$ cat src/rtl/blink_led.sv
// Square-wave LED driver: led holds each level for HALF_PERIOD clocks, and
// toggle strobes high for the cycle after every led inversion.
module blink_led #(
  parameter int CLK_FREQ   = 128000000,
  parameter int BLINK_FREQ = 1
) (
  input  logic clk_128M,
  input  logic rst,
  output logic led,
  output logic toggle
);

  localparam int RAW_HALF    = CLK_FREQ / (2 * BLINK_FREQ);
  localparam int HALF_PERIOD = (RAW_HALF < 1) ? 1 : RAW_HALF;
  localparam int CNT_W       = (HALF_PERIOD > 1) ? $clog2(HALF_PERIOD) : 1;
  localparam logic [CNT_W-1:0] TERM_CNT = CNT_W'(HALF_PERIOD - 1);

  // NOTE: declaration initialisers give the power-up state, so the block runs
  // correctly even when rst is tied low; they are not a substitute for reset.
  logic [CNT_W-1:0] cnt_q    = '0;
  logic             led_q    = 1'b0;
  logic             toggle_q = 1'b0;

  logic [CNT_W-1:0] cnt_d;
  logic             led_d;
  logic             toggle_d;
  logic             wrap;

  always_comb begin
    wrap     = (cnt_q == TERM_CNT);
    cnt_d    = wrap ? '0 : cnt_q + 1'b1;
    led_d    = wrap ? ~led_q : led_q;
    toggle_d = wrap;
  end

  // NOTE: non-blocking assignments keep every register sampling the
  // pre-edge values, so evaluation order inside this block cannot matter.
  always_ff @(posedge clk_128M) begin
    if (rst) begin
      cnt_q    <= '0;
      led_q    <= 1'b0;
      toggle_q <= 1'b0;
    end else begin
      cnt_q    <= cnt_d;
      led_q    <= led_d;
      toggle_q <= toggle_d;
    end
  end

  assign led    = led_q;
  assign toggle = toggle_q;

endmodule

$ cat config.mk
export PLATFORM = sky130hd
export DESIGN_NAME = blink_led
export DESIGN_NICKNAME = d
export VERILOG_FILES = /design/src/rtl/blink_led.sv
export SDC_FILE = /design/constraint.sdc
export NUM_CORES = 1
export LEC_CHECK = 0
export CELL_PAD_IN_SITES_DETAIL_PLACEMENT = 0
export CELL_PAD_IN_SITES_GLOBAL_PLACEMENT = 1
export CORE_AREA = 5 5 62 64
export DETAILED_ROUTE_END_ITERATION = 16
export DIE_AREA = 0 0 67 69
export PLACE_DENSITY_LB_ADDON = 0.1
export SETUP_SLACK_MARGIN = 0.2
export SYNTH_ARGS = -nofsm -noshare
export SYNTH_HDL_FRONTEND = slang
export SYNTH_SLANG_ARGS = --single-unit
$ cat constraint.sdc
create_clock -name clk_128M -period 2 [get_ports clk_128M]
set_clock_uncertainty 0.05 [all_clocks]
set_input_delay 0.3 -clock clk_128M [delete_from_list [all_inputs] [get_ports clk_128M]]
set_output_delay 0.3 -clock clk_128M [all_outputs]
set_load 0.05 [all_outputs]
# Word-level counts from Yosys, hierarchy flattened
# Index checks and enable logic that the tools add are counted.
[op_classes]
addsub = 1
eq_ne = 1
bitwise = 1
n_reduce_logical = 1
[op_table]
columns = ["operator", "count"]
rows = [
  ["$add 26x1->26 const B", 1],
  ["$eq 26x26->1 const B", 1],
  ["$reduce_or 2->1", 1],
  ["$not 1->1", 1],
]
[totals]
reg_bits = 28
in_bits = 2
elab_cells = 7

# Depth between registers and ports, before layout
[logic_depth]
word_depth = 2
mapped_depth = 6
ltp_nobuf = 5

# Worst setup path after synthesis
# Ideal clock, no wire load.
[synth_timing]
path_kind = "register -> register"
start = "register cnt_q[0]"
end = "register cnt_q[24]"
setup_ns = 0.066
arrival_ns = 2.011
required_ns = 1.884
setup_slack_ns = -0.127
path_stages_with_launch = 7
path_buffers = 1
synth_period_minus_slack_ns = 2.127
path_cell_list = "dfxtp_1 > ha_1 > nand3_4 > or4_1 > buf_2 > or4_4 > a21oi_2"
[synth_via]
elab_chain_cells = 2
elab_cells_between_ends = 3
[synth_lines]
columns = ["item", "line_no", "text"]
rows = [
  ["from (decl)", "20", "logic [CNT_W-1:0] cnt_q = '0;"],
  ["from (signal assigned)", "44", "cnt_q <= cnt_d;"],
  ["branches (longest 2 deep; another with $add 26x1->26)", "-", ""],
]
# Several ways; the timed one is not identified.
# A chain may end at the register's enable or synchronous reset.

# Final worst setup path
[layout_timing]
start = "register cnt_q[14]"
end = "register led_q, in the netlist led"
[layout_via]
elab_chain_cells = 1
[layout_lines]
columns = ["item", "line_no", "text"]
rows = [
  ["$eq 26x26->1", "30", "wrap = (cnt_q == TERM_CNT);"],
  ["to (signal assigned)", "45", "led_q <= led_d;"],
  ["to (decl)", "21", "logic led_q = 1'b0;"],
]
# No other way between the ends.

==> metrics.cfg <==
[placement]
placed_area_mm2=0.00155
gp_congestion=0.749
pre_cts_ws_ns=-0.0452
portBuffers=3
dp_hpwl_mm=2.04

[setup_path]
r2r_setup_slack_ns=-0.007
path_cells=or4b_1 > or4_4 > or3_4 > a21oi_2
cp_max_fo=4
end_kind=flop
cp_slowest_cell=or4_4
critical_path_arrival_ns=2.25
crit_path_start_kind=flop
reg2reg_from=cnt_q[14]$_SDFF_PP0_
cp-startpoint=cnt_q[14]$_SDFF_PP0_
cpPeakStageDelay_ns=0.58
cp_top_family=simple AND/OR/NAND/NOR gates
critPathBufInv=0
cp_data_required_time_ns=2.24
critical_path_class=flop to flop

[clocking]
numCtsBuffers=3
clkTransAtPathRegs_ns=0.17
cts_tree=done
clk_latency_ns=0.34
ctsRootBufferMaster=clkbuf_4
cts_max_path_buffers=2
cts.htree.levels=1
cts.sinks=28
hold_buffers=0

[final_layout]
fin_nets=180
utilization=0.536
post-route-cell-area_mm2=0.00173
antenna_cells=0
drive_gt1_frac=0.460
syn_to_final_growth_pct=37.2

[sta]
worstMarginPinSlew_ns=0.487
rsz0062_at_grt=yes
fin_crit_ns=2.01
relSlewSlack=0.677
hold_viol=0
fmax_ghz=0.498
worst_slack_ns=-0.00698
finalMaxSlewViolations=0
finalCritPeriodShare=1.00
setup_viol=2

[route]
drtPass1Iterations=2
dr.first_iter.drc_count=47
routedWlPerCell_um=13.5
num_vias=1148
wirelength_mm=2.99
ant_nets=0
avgViaCountPerCell=5.17
drc=0

[synth]
synth_area_mm2=0.00126
synthArstFlopShare=0
ys_top_cells_by_area=dfxtp_1, xnor2_1, a21oi_1, nor2_1, o21ai_0
synth_top_cell_area_share=0.444
synth_cells=143
ys_types=30
ys_ff_latch=28
synth_largest_area_cell=dfxtp_1
ys_seq_area_frac=0.444
synth_flop_cell=dfxtp_1
avgSynthCellArea_um2=8.83
synth_edf_count=0
yosys_warnings=0
syn-num-nets=146

[grt]
antenna_found_initial=0
grt_pass1_vias=1131
grt_pass1_wl_mm=5.13
grt_max_degree=16
overflow=0
grt_use_total=0.138

[floorplanning]
rows=21
die_area_mm2=0.00462
start_util=0.391
num_io_pins=4
die_h_um=69
die_w_um=67
core_area_mm2=0.00323

[power_and_ir_drop]
leakage_nw=0.552
p_int_w=0.000694
vdd_drop_max_v=0.000386
seqPwrFrac=0.629
switching_share=0.236
p_clk_frac=0.328
pwr-share-comb=0.043
power.density_mw_per_mm2=525
power_switching_w=0.000215

[run_status]
violations=negative setup slack
status=finished with violations

[flow_run]
cap_violations=0

[worst_hold_path]
min_from=cnt_q[0]$_SDFF_PP0_
min_path_type=flop to flop

layer usage:
| metal | global-route usage | part of all wire | routed length, µm | vias up |
|---|---|---|---|---|
| met4 | 0.0541 | 0.016 | 48 | 0 |
| met1 | 0.184 | 0.50 | 1490 | 551 |
| met2 | 0.219 | 0.47 | 1400 | 8 |
| met3 | 0.0211 | 0.016 | 48 | 6 |
| li1 | - | - | - | 583 |
| met5 | 0 | 0 | 0 | - |
registers in the layout, indices dropped and copies added, names as in the netlist:
register and count:
led 1, cnt_q 26, toggle 1
placed cells by master (no fill, tap or decap), drive strengths merged:
cell,n
nor3,4
nand2,9
o31ai,2
nor4,4
o21ai,10
or4bb,1
or3,9
nand3,6
nand4,7
clkdlybuf4s50,1
nor2,14
or3b,1
xor2,4
buf,32
ha,1
a21oi,13
or4,6
and4,2
dlygate4sd2,2
inv,4
xnor2,8
o21bai,1
clkbuf,4
nand3b,1
or4b,2
dfxtp,28
cells in the mapped netlist (2+ instances only):
master	instances
a21oi_1	12
buf_2	3
clkbuf_1	2
dfxtp_1	28
inv_1	4
nand2_1	9
nand3_1	5
nand4_1	7
nor2_1	14
nor3_1	4
nor4_1	4
o21ai_0	10
o31ai_1	2
or3_1	6
or3_2	3
or4_1	3
or4_4	3
or4b_1	2
xnor2_1	8
xor2_1	4
final timing paths:
kind,to,depth (start not counted)
worst min-delay path,cnt_q[0]$_SDFF_PP0_,1
worst max register to register,led$_SDFFE_PP0N_,4
worst min register to register,cnt_q[0]$_SDFF_PP0_,1
worst max-delay path,led$_SDFFE_PP0N_,4
logic make-up (layout without fill, tap and decap cells):
family	after synthesis	count (layout)	synth area share
and+or+nand+nor	66	66	0.317
DFF	28	28	0.444
AOI/OAI and AO/OA	26	26	0.112
xor gates and xnor gates	12	12	0.0833
buffers and inverters	10	43	0.0337
adders and majority gates	1	1	0.00991
repair_timing:
item                                    4_1_cts  5_1_grt
buffers inserted                              2        4
hold endpoints to repair                      0        0
gates cloned                                  1        0
pin swaps                                     2        6
gates resized for setup                      12       22
endpoints found under the setup margin       24       23
power groups by stage:
stage / Combinational, W / Clock, W / Sequential (W)
floorplan: 0.0000201 / 0 / 0.000583
global placement: 0.0000288 / 0 / 0.000584
detailed placement: 0.0000291 / 0 / 0.000584
CTS: 0.0000355 / 0.000298 / 0.000571
global route: 0.0000427 / 0.000314 / 0.000573
finish: 0.0000394 / 0.000298 / 0.000572
stage by stage:
step / total power, W / setup TNS [ns] / std cells / hold slack (ns)
6_report: 0.000909 / -0.00714 / 222 / 0.417
3_5_place_dp: 0.000613 / -0.444 / 211 / 0.412
3_3_place_gp: 0.000613 / -0.0341 / 211 / 0.409
5_1_grt: 0.000930 / -1.16 / 222 / 0.434
2_1_floorplan: 0.000603 / 0 / 143 / 0.388
4_1_cts: 0.000905 / 0 / 218 / 0.416
worst reg2reg max path, stage by stage (launching register included):
cell	delay, ns
dfxtp_2	0.35
or4b_1	0.52
or4_4	0.58
or3_4	0.35
a21oi_2	0.11
layout make-up:
cell class / instances / area (µm²)
fillers: 316 / 1500
multi-input cells: 105 / 757
flip-flops and latches: 28 / 583
repair buffers: 35 / 283
well taps: 46 / 57.6
clock buffers: 4 / 36.3
inverters: 4 / 15.0
(Power assumes the default switching activity.)
